`src/rtl/dcnn_s0_stream.sv`:
```
// Stage-0 image streamer: reads an m_size x m_size image two pixels at a time
// and presents it row-major on a two-lane stream, buffered by a 2-entry skid FIFO.
module dcnn_s0_stream #(
  parameter int DW     = 32,
  parameter int AW     = 32,
  parameter int M_BITS = 10
) (
  input  logic              clk,
  input  logic              rst,
  input  logic              start,
  input  logic [AW-1:0]     base_addr,
  input  logic [M_BITS-1:0] m_size,
  output logic              busy,
  output logic              done,
  output logic              mem_rd_en,
  output logic [AW-1:0]     mem_rd_addr [0:1],
  input  logic [DW-1:0]     mem_rd_data [0:1],
  output logic [DW-1:0]     image_stream_out [0:1],
  output logic [1:0]        image_stream_out_valid,
  input  logic              image_stream_out_rdy [0:1]
);

  typedef enum logic [1:0] {IDLE, FETCH, DRAIN, FIN} state_t;

  state_t state_reg, state_next;

  logic [AW-1:0]     base_reg;
  logic [AW-1:0]     row_base_reg;
  logic [M_BITS-1:0] m_reg;
  logic [M_BITS-1:0] row_reg;
  logic [M_BITS:0]   col_reg;
  logic              inflight_reg;
  logic              mask_pend_reg;
  logic              wr_ptr_reg;
  logic              rd_ptr_reg;
  logic [1:0]        occ_reg;

  logic [DW-1:0]     fifo_pix0 [0:1];
  logic [DW-1:0]     fifo_pix1 [0:1];
  logic              fifo_mask [0:1];

  logic [M_BITS:0]   col_plus2;
  logic              row_wrap;
  logic              last_pair;
  logic              mask_req;
  logic              accept;
  logic              fifo_wr;
  logic              fifo_pop;
  logic              head_mask;
  logic              head_any;
  logic [DW-1:0]     head_pix0;
  logic [DW-1:0]     head_pix1;
  logic [2:0]        remaining;
  logic [AW-1:0]     addr0;

  always_comb begin
    col_plus2 = col_reg + (M_BITS+1)'(2);
    row_wrap  = col_plus2 >= {1'b0, m_reg};
    last_pair = row_wrap && (row_reg == m_reg - 1'b1);
    mask_req  = (col_reg + (M_BITS+1)'(1)) != {1'b0, m_reg};
    mem_rd_en = (state_reg == FETCH) &&
                (({1'b0, occ_reg} + {2'b00, inflight_reg}) < 3'd2);
    addr0     = base_reg + row_base_reg + AW'(col_reg);
    mem_rd_addr[0] = mem_rd_en ? addr0 : '0;
    mem_rd_addr[1] = mem_rd_en ? addr0 + 1'b1 : '0;
  end

  // An empty FIFO is bypassed by the returning read so the first beat lands one cycle after the read.
  always_comb begin
    head_any  = 1'b0;
    head_mask = 1'b0;
    head_pix0 = '0;
    head_pix1 = '0;
    if (occ_reg != 2'd0) begin
      head_any  = 1'b1;
      head_mask = fifo_mask[rd_ptr_reg];
      head_pix0 = fifo_pix0[rd_ptr_reg];
      head_pix1 = fifo_pix1[rd_ptr_reg];
    end else if (inflight_reg) begin
      head_any  = 1'b1;
      head_mask = mask_pend_reg;
      head_pix0 = mem_rd_data[0];
      head_pix1 = mem_rd_data[1];
    end
    image_stream_out_valid = head_any ? {head_mask, 1'b1} : 2'b00;
    image_stream_out[0]    = head_any ? head_pix0 : '0;
    image_stream_out[1]    = (head_any && head_mask) ? head_pix1 : '0;
    accept    = head_any && image_stream_out_rdy[0] && image_stream_out_rdy[1];
    fifo_wr   = inflight_reg && !((occ_reg == 2'd0) && accept);
    fifo_pop  = accept && (occ_reg != 2'd0);
    remaining = {1'b0, occ_reg} + {2'b00, inflight_reg} - {2'b00, accept};
  end

  always_comb begin
    state_next = state_reg;
    busy       = (state_reg != IDLE);
    done       = (state_reg == FIN);
    case (state_reg)
      IDLE:    if (start) state_next = (m_size == '0) ? FIN : FETCH;
      FETCH:   if (mem_rd_en && last_pair) state_next = DRAIN;
      DRAIN:   if (remaining == 3'd0) state_next = FIN;
      FIN:     state_next = IDLE;
      default: state_next = IDLE;
    endcase
  end

  always_ff @(posedge clk) begin
    if (rst) begin
      state_reg     <= IDLE;
      base_reg      <= '0;
      m_reg         <= '0;
      row_reg       <= '0;
      col_reg       <= '0;
      row_base_reg  <= '0;
      inflight_reg  <= 1'b0;
      mask_pend_reg <= 1'b0;
      wr_ptr_reg    <= 1'b0;
      rd_ptr_reg    <= 1'b0;
      occ_reg       <= 2'd0;
    end else begin
      state_reg    <= state_next;
      inflight_reg <= mem_rd_en;
      if (mem_rd_en) mask_pend_reg <= mask_req;
      if (state_reg == IDLE && start) begin
        base_reg     <= base_addr;
        m_reg        <= m_size;
        row_reg      <= '0;
        col_reg      <= '0;
        row_base_reg <= '0;
      end else if (mem_rd_en) begin
        if (row_wrap) begin
          col_reg      <= '0;
          row_reg      <= row_reg + 1'b1;
          row_base_reg <= row_base_reg + AW'(m_reg);
        end else begin
          col_reg <= col_plus2;
        end
      end
      if (fifo_wr)  wr_ptr_reg <= ~wr_ptr_reg;
      if (fifo_pop) rd_ptr_reg <= ~rd_ptr_reg;
      occ_reg <= occ_reg + {1'b0, fifo_wr} - {1'b0, fifo_pop};
    end
  end

  generate
    for (genvar gi = 0; gi < 2; gi++) begin : g_fifo
      always_ff @(posedge clk) begin
        if (rst) begin
          fifo_pix0[gi] <= '0;
          fifo_pix1[gi] <= '0;
          fifo_mask[gi] <= 1'b0;
        end else if (fifo_wr && (wr_ptr_reg == gi[0])) begin
          fifo_pix0[gi] <= mem_rd_data[0];
          fifo_pix1[gi] <= mem_rd_data[1];
          fifo_mask[gi] <= mask_pend_reg;
        end
      end
    end
  endgenerate

endmodule

```
`config.mk`:
```
export PLATFORM = sky130hd
export DESIGN_NAME = dcnn_s0_stream
export DESIGN_NICKNAME = d
export VERILOG_FILES = /design/src/rtl/dcnn_s0_stream.sv
export SDC_FILE = /design/constraint.sdc
export NUM_CORES = 1
export LEC_CHECK = 0
export CORE_MARGIN = 4
export CORE_UTILIZATION = 31
export DETAILED_ROUTE_END_ITERATION = 6
export GPL_TIMING_DRIVEN = 1
export SLEW_MARGIN = 20
export SYNTH_ARGS = -nofsm -noshare
export SYNTH_HDL_FRONTEND = slang
export SYNTH_SLANG_ARGS = --single-unit
```
`constraint.sdc`:
```
create_clock -name clk -period 7.69 [get_ports clk]
set_input_delay 1.1535 -clock clk [delete_from_list [all_inputs] [get_ports clk]]
set_output_delay 1.1535 -clock clk [all_outputs]
set_load 0.01 [all_outputs]
```
==> impl_metrics.env, run 1 <==
export IMPL_status="complete, no violations"
export IMPL_clk_latency_ns=0.56
export IMPL_endpoint_kind="primary output"
export IMPL_start_kind="flip-flop"
export IMPL_io_pin_count=244
export IMPL_grt_usage=0.1609
export IMPL_synth_area_leader_cell="edfxtp_1"
export IMPL_hold_buffers=0
export IMPL_postCtsSetupRepairBufs=0
export IMPL_drive_gt1_frac=0.04718
export IMPL_hold_violations=0
export IMPL_wire_per_inst_um=17.62
export IMPL_drt_vias_per_instance=5.179
export IMPL_top_usage_layer="met2"
export IMPL_route_detailed_drc=0
export IMPL_die_w_um=227.7
export IMPL_drv_cap=0
export IMPL_cts_root_buf="clkbuf_16"
export IMPL_yosysUniqueCellTypes=71
export IMPL_layout_min_cycle_time_ns=7.000
export IMPL_core_area_um2=47750
export IMPL_critPathRequiredTime_ns=6.54
export IMPL_yosys_top_cells_area="edfxtp_1, dfxtp_1, ha_1, and2_1, a21oi_1"
export IMPL_met1_usage=0.2186
export IMPL_regArea_um2=5971
export IMPL_setup_viol=0
export IMPL_drt_iter0_markers=881
export IMPL_synth_simple_area_share=0.2193
export IMPL_critPathKind="reg -> out"
export IMPL_worst_pin_slew_ns=1.037
export IMPL_finalCritPeriodShare=0.9103
export IMPL_hp_class="reg -> reg"
export IMPL_holdCritStartpoint="base_reg[25]$_SDFFE_PP0P_"
export IMPL_hold_path_end="base_reg[25]$_SDFFE_PP0P_"
export IMPL_ys_warn_count=0
export IMPL_wirelength_um=43710
export IMPL_grtUsageMet2=0.2706
export IMPL_worstPathArrival_ns=5.85
export IMPL_cts_tree="done"
export IMPL_leakage_nw=6.882
export IMPL_synth_top_area_frac=0.2608
export IMPL_finalSetupTns_ns=0
export IMPL_cts_made_buffers=29
export IMPL_rows=80
export IMPL_dieArea_um2=51870
export IMPL_area_delta_synth_final_pct=26.33
export IMPL_clk_pin_slew_worst_paths_ns=0.06
export IMPL_die_y_um=227.7
export IMPL_syn_num_nets=1868
export IMPL_clk_path_buf_depth=3
export IMPL_synth_fa_ha_area_frac=0.08709
export IMPL_worst_r2r_endpoint="row_base_reg[17]$_SDFFE_PP0P_"
export IMPL_r2r_slack_ns=3.03
export IMPL_vias=12850
export IMPL_firstDrtPassIters=7
export IMPL_synth_compound_area_frac=0.1540
export IMPL_grt_pass1_wl_um=70210
export IMPL_whs_path_depth=2
export IMPL_ctsHtreeMaxLevel=1
export IMPL_reg2reg_depth=11
export IMPL_clock_skew_ns=0.01511
export IMPL_synth_area_um2=14970
export IMPL_synth_top_family_by_area="simple AND/OR/NAND/NOR gates"
export IMPL_reg_top3="fifo_pix0 (64), fifo_pix1 (64)"
export IMPL_use_met3=0.03144
export IMPL_maxSlewHeadroom=0.3055
export IMPL_ys_seq_elements=233
export IMPL_dp_hpwl_um=31110
export IMPL_synth_top_flop_cell="edfxtp_1"
export IMPL_timing_rr_start="inflight_reg$_SDFF_PP0_"
export IMPL_numClockSinks=233
export IMPL_synthMuxAreaShare=0.04990
export IMPL_syn_instance_count=1660
export IMPL_grt_max_degree=70
export IMPL_fin_util=0.3961
export IMPL_power_density_nw_per_um2=230.5
export IMPL_grt_pass1_vias=12810
export IMPL_hold_slack_ns=0.4628
export IMPL_rsz0062_at_grt="false"
export IMPL_grt_overflow_total=0
export IMPL_clock_fmax_mhz=142.9
export IMPL_fin_nets=2050
export IMPL_crit_fanout=9
export IMPL_placed_cells_incl_taps=2426
export IMPL_avgSynthCellArea_um2=9.018
export IMPL_synth_xor_area_share=0.05324
export IMPL_multi_input_area_um2=8496
export IMPL_antenna_found_initial=1
export IMPL_fin_cells=2481
export IMPL_initial_core_util=0.3135
export IMPL_ys_seq_area_frac=0.3985
export IMPL_async_flop_share=0
export IMPL_maxSlewViolCount=0
export IMPL_p_total_mw=4.359
export IMPL_port_buffers=243
export IMPL_gp_congestion=0.8880
export IMPL_ir_drop_mv=0.1853
export IMPL_n_fill_cell=4825
export IMPL_synth_edf_count=130
export IMPL_cts_resized=0
export IMPL_ant_nets=0
==> cell usage in the layout (no fill, tap or decap), types with 29 or more instances in the layout <==
cell type / n
mux2i_1: 69
xnor2_1: 59
nor2_1: 119
clkdlybuf4s50_1: 242
inv_1: 44
a21oi_1: 154
nand2_1: 160
clkbuf_16: 29
o21ai_0: 75
ha_1: 85
xor2_1: 32
nand3_1: 59
dfxtp_1: 101
and2_1: 140
a211oi_1: 45
edfxtp_1: 130
==> cell type report <==
cell class / instances / share of cell area
inverter: 44 / 0.008734
antenna: 1 / 0.0001323
timing repair buffer: 254 / 0.1327
tap: 615 / 0.04069
multi-input combinational: 1280 / 0.4493
sequential: 233 / 0.3157
clock buffer: 36 / 0.04029
clock inverter: 18 / 0.01244
==> per-layer routing <==
metal,up-vias,share of wire
met5,-,0.00030
met4,2,0.014
met3,46,0.061
met2,366,0.47
met1,6110,0.45
li1,6326,-
==> worst max-delay path, cell delays in order (launching register included) <==
cell	delay, ns
dfxtp_1	0.41
fa_1	0.46
ha_1	0.25
fa_1	0.41
a21o_1	0.24
a221oi_4	0.40
a2bb2oi_1	0.53
o211ai_1	0.29
or4b_1	0.53
or4_1	0.63
or3b_1	0.42
a21oi_1	0.15
clkdlybuf4s50_1	0.55
==> through the flow <==
| stage | area (um2) | setup slack [ns] |
|---|---|---|
| floorplan | 14970 | 2.430 |
| global placement | 17910 | 1.410 |
| detailed placement | 17910 | 1.313 |
| CTS | 18910 | 0.6810 |
| global route | 18910 | 0.3812 |
| finish | 18910 | 0.6900 |
==> Yosys cell counts, types with 7 or more instances <==
cell and instances:
clkbuf_1 90, dfxtp_1 103, nand3_1 59, a211oi_1 45
and2_1 141, nand2_1 161, nor2b_1 12, mux2i_1 69
nor3_1 28, fa_1 12, xor2_1 32, a21oi_1 154
ha_1 85, or3_1 25, inv_1 44, xnor2_1 59
nand4_1 19, o21a_1 7, nor4_1 15, buf_1 7
o21bai_1 7, edfxtp_1 130, o211ai_1 11, a31oi_1 7
a21o_1 21, nand2b_1 7, o21ai_0 76, nor2_1 121
and3_1 20
==> power by group <==
group          internal [mW]  switching (mW)
Sequential              1.44          0.0878
Clock                  0.874           0.550
Combinational          0.557           0.847
Total                   2.87            1.48
==> how the worst max path moves through the flow <==
stage	startpoint	end	slack, ns	depth (start not counted)
floorplan	col_reg[1]$_SDFFE_PP0P_	mem_rd_addr[23]	2.43	13
global placement	col_reg[1]$_SDFFE_PP0P_	mem_rd_addr[23]	1.41	12
detailed placement	col_reg[1]$_SDFFE_PP0P_	mem_rd_addr[31]	1.31	12
CTS	col_reg[1]$_SDFFE_PP0P_	mem_rd_addr[23]	0.68	12
global route	row_base_reg[1]$_SDFFE_PP0P_	mem_rd_addr[25]	0.38	12
finish	col_reg[1]$_SDFFE_PP0P_	mem_rd_addr[23]	0.69	12
==> logic make-up after synthesis <==
family | count (synthesis)
adder cells (fa/ha/maj) | 97
flip-flops | 233
AND/OR/NAND/NOR | 644
multiplexers | 74
XOR/XNOR | 91
AO/OA/AOI/OAI | 374
buffers and inverters | 147
(Power assumes the default switching activity.)
==> inputs of run 2 (changes only) <==
--- a/config.mk
+++ b/config.mk
@@ -6,9 +6,10 @@
 export NUM_CORES = 1
 export LEC_CHECK = 0
 export CORE_MARGIN = 4
-export CORE_UTILIZATION = 31
+export CORE_UTILIZATION = 59
 export DETAILED_ROUTE_END_ITERATION = 6
 export GPL_TIMING_DRIVEN = 1
+export PLACE_DENSITY = 0.87
 export SLEW_MARGIN = 20
 export SYNTH_ARGS = -nofsm -noshare
 export SYNTH_HDL_FRONTEND = slang
==> run 2 against run 1 <==
  * Worst hold slack worse by 0.00060 ns
  * Cell area decreased by 3.3%
  * Critical endpoint unchanged
  * Highest routed layer is now met4
  * Maximum frequency is 2.0% higher
  * Sequential share of layout area grew 1.1 points
  * Power shrank 7.5%
  * Setup slack better by 0.14 ns
  * Critical path depth did not move
==> impl_metrics.env, run 2 (synthesized netlist as in run 1, its figures left out) <==
export IMPL_finalSetupTns_ns=0
export IMPL_maxSlewViolCount=0
export IMPL_grt_max_degree=70
export IMPL_hold_violations=0
export IMPL_final_cell_mix="clkdlybuf4s50_1, nand2_1, a21oi_1"
export IMPL_r2r_slack_ns=3.65
export IMPL_vias=13370
export IMPL_reg2reg_depth=11
export IMPL_leakage_nw=6.748
export IMPL_met1Wirelength_um=16930
export IMPL_max_stage_delay_ns=0.64
export IMPL_ant_nets=0
export IMPL_critPathKind="reg -> out"
export IMPL_wire_per_inst_um=19.10
export IMPL_drv_cap=0
export IMPL_cts_made_buffers=24
export IMPL_grt_overflow_total=0
export IMPL_pwr_share_clk=0.270
export IMPL_worstPathArrival_ns=5.71
export IMPL_cts_resized=0
export IMPL_reg_top3="fifo_pix0 (64), fifo_pix1 (64)"
export IMPL_p_int_mw=2.612
export IMPL_critPathRequiredTime_ns=6.54
export IMPL_clk_latency_ns=0.53
export IMPL_numClockSinks=233
export IMPL_port_buffers=243
export IMPL_area_delta_synth_final_pct=22.17
export IMPL_swShare=0.3518
export IMPL_placed_cells_incl_taps=2144
export IMPL_start_kind="flip-flop"
export IMPL_cpMaxStageDelayCell="or4_1"
export IMPL_dieArea_um2=27980
export IMPL_finalCritPeriodShare=0.8926
export IMPL_hold_path_end="base_reg[17]$_SDFFE_PP0P_"
export IMPL_clock_skew_ns=0.01582
export IMPL_worst_pin_slew_ns=1.134
export IMPL_whs_path_depth=2
export IMPL_antenna_found_initial=0
export IMPL_met2_length_um=20190
export IMPL_worst_r2r_endpoint="row_base_reg[23]$_SDFFE_PP0P_"
export IMPL_ctsHtreeMaxLevel=1
export IMPL_top_layer="met4"
export IMPL_layout_min_cycle_time_ns=6.864
export IMPL_grt_pass1_wl_um=66420
export IMPL_clk_pin_slew_worst_paths_ns=0.06
export IMPL_die_y_um=167.3
export IMPL_p_sw_mw=1.418
export IMPL_power_density_nw_per_um2=220.4
export IMPL_hp_class="reg -> reg"
export IMPL_hold_buffers=0
export IMPL_combPwrFrac=0.351
export IMPL_crit_top_cell="fa_1"
export IMPL_grt_usage=0.2855
export IMPL_holdCritStartpoint="base_reg[17]$_SDFFE_PP0P_"
export IMPL_core_area_um2=25040
export IMPL_fin_nets=2048
export IMPL_die_w_um=167.3
export IMPL_firstDrtPassIters=6
export IMPL_drive_gt1_frac=0.04090
export IMPL_wirelength_um=41800
export IMPL_timing_rr_start="inflight_reg$_SDFF_PP0_"
export IMPL_cts_tree="done"
export IMPL_crit_fanout=9
export IMPL_drt_vias_per_instance=6.110
export IMPL_fin_cells=2188
export IMPL_rsz0062_at_grt="false"
export IMPL_drt_iter0_markers=1263
export IMPL_final_common_cell="clkdlybuf4s50_1"
export IMPL_n_antenna_cell=0
export IMPL_cts_root_buf="clkbuf_16"
export IMPL_status="complete, no violations"
export IMPL_dp_hpwl_um=29480
export IMPL_initial_core_util=0.5979
export IMPL_path_cells="fa_1 -> ha_1 -> fa_1 -> a21o_1 -> a221oi_4 -> a2bb2oi_1 -> o211ai_1 -> or4b_1 -> or4_1 -> or3b_1 -> a21oi_1 -> clkdlybuf4s50_1"
export IMPL_route_detailed_drc=0
export IMPL_io_pin_count=244
export IMPL_rows=58
export IMPL_clk_path_buf_depth=3
export IMPL_clock_fmax_mhz=145.7
export IMPL_route_met3_wl_um=3236
export IMPL_postCtsSetupRepairBufs=0
export IMPL_setup_viol=0
export IMPL_maxSlewHeadroom=0.2442
export IMPL_endpoint_kind="primary output"
export IMPL_seq_power_share=0.379
export IMPL_ir_drop_mv=0.1664
export IMPL_gp_congestion=0.9165
export IMPL_grt_pass1_vias=12810
run 2: changes by cell type in the layout (fill, tap and decap cells not counted), sizes merged:
| cell | delta |
|---|---|
| buf | +3 |
| bufinv | -5 |
| clkbuf | +2 |
| clkinv | -6 |
| diode | -1 |
| inv | -1 |
run 2: layout make-up:
type / instances / area (um2)
Sequential cell: 233 / 5971
Fill cell: 1826 / 6748
Inverter: 44 / 165.2
Timing Repair Buffer: 257 / 2532
Clock buffer: 38 / 683.2
Multi-Input combinational cell: 1280 / 8481
Tap cell: 330 / 412.9
Clock inverter: 6 / 43.79
run 2: power groups by stage:
stage,clock network [mW],logic (mW),registers (mW)
after global placement,0,1.36,1.54
final,1.09,1.41,1.53
after global routing,1.16,1.55,1.54
after detailed placement,0,1.40,1.55
after floorplan,0,0.902,1.52
after CTS,1.10,1.41,1.53
run 2: worst max path at each step:
stage,from,depth (start not counted),end
2_1_floorplan,col_reg[1]$_SDFFE_PP0P_,13,mem_rd_addr[23]
3_3_place_gp,row_base_reg[1]$_SDFFE_PP0P_,12,mem_rd_addr[23]
3_5_place_dp,row_base_reg[1]$_SDFFE_PP0P_,12,mem_rd_addr[23]
4_1_cts,col_reg[1]$_SDFFE_PP0P_,12,mem_rd_addr[23]
5_1_grt,col_reg[1]$_SDFFE_PP0P_,13,mem_rd_addr[23]
6_report,col_reg[1]$_SDFFE_PP0P_,12,mem_rd_addr[23]
run 2: worst max-delay path, delay by kind of cell, from the launching register on:
family / cells / cell delay [ns]
AND/OR/NAND/NOR: 3 / 1.60
flip-flops: 1 / 0.42
buffers and inverters: 1 / 0.56
AO/OA/AOI/OAI: 5 / 1.47
adder cells (fa/ha/maj): 3 / 1.13
run 2: layer usage:
metal / GRT usage / vias up
met5: 0 / -
met1: 0.3765 / 6370
met3: 0.04297 / 112
li1: - / 6307
met4: 0.09880 / 0
met2: 0.4827 / 579
run 2: metrics by stage:
stage	instance area, um2	power [mW]	util	worst slack, ns	hold slack [ns]
3_3_place_gp	17560	2.904	0.7013	1.525	0.4463
5_1_grt	18290	4.246	0.7305	0.5875	0.4877
3_5_place_dp	17560	2.949	0.7013	1.454	0.4540
2_1_floorplan	14970	2.425	-	2.430	0.4406
4_1_cts	18290	4.040	0.7304	0.8627	0.4644
6_report	18290	4.030	0.7305	0.8261	0.4622
==> inputs of run 3 (changes only) <==
--- a/config.mk
+++ b/config.mk
@@ -10,6 +10,7 @@
 export DETAILED_ROUTE_END_ITERATION = 6
 export GPL_TIMING_DRIVEN = 1
 export PLACE_DENSITY = 0.87
+export SKIP_CTS_REPAIR_TIMING = 1
 export SLEW_MARGIN = 20
 export SYNTH_ARGS = -nofsm -noshare
 export SYNTH_HDL_FRONTEND = slang
==> results of run 3 <==
The final DEF is identical to that of run 2; final timing and power are the same.
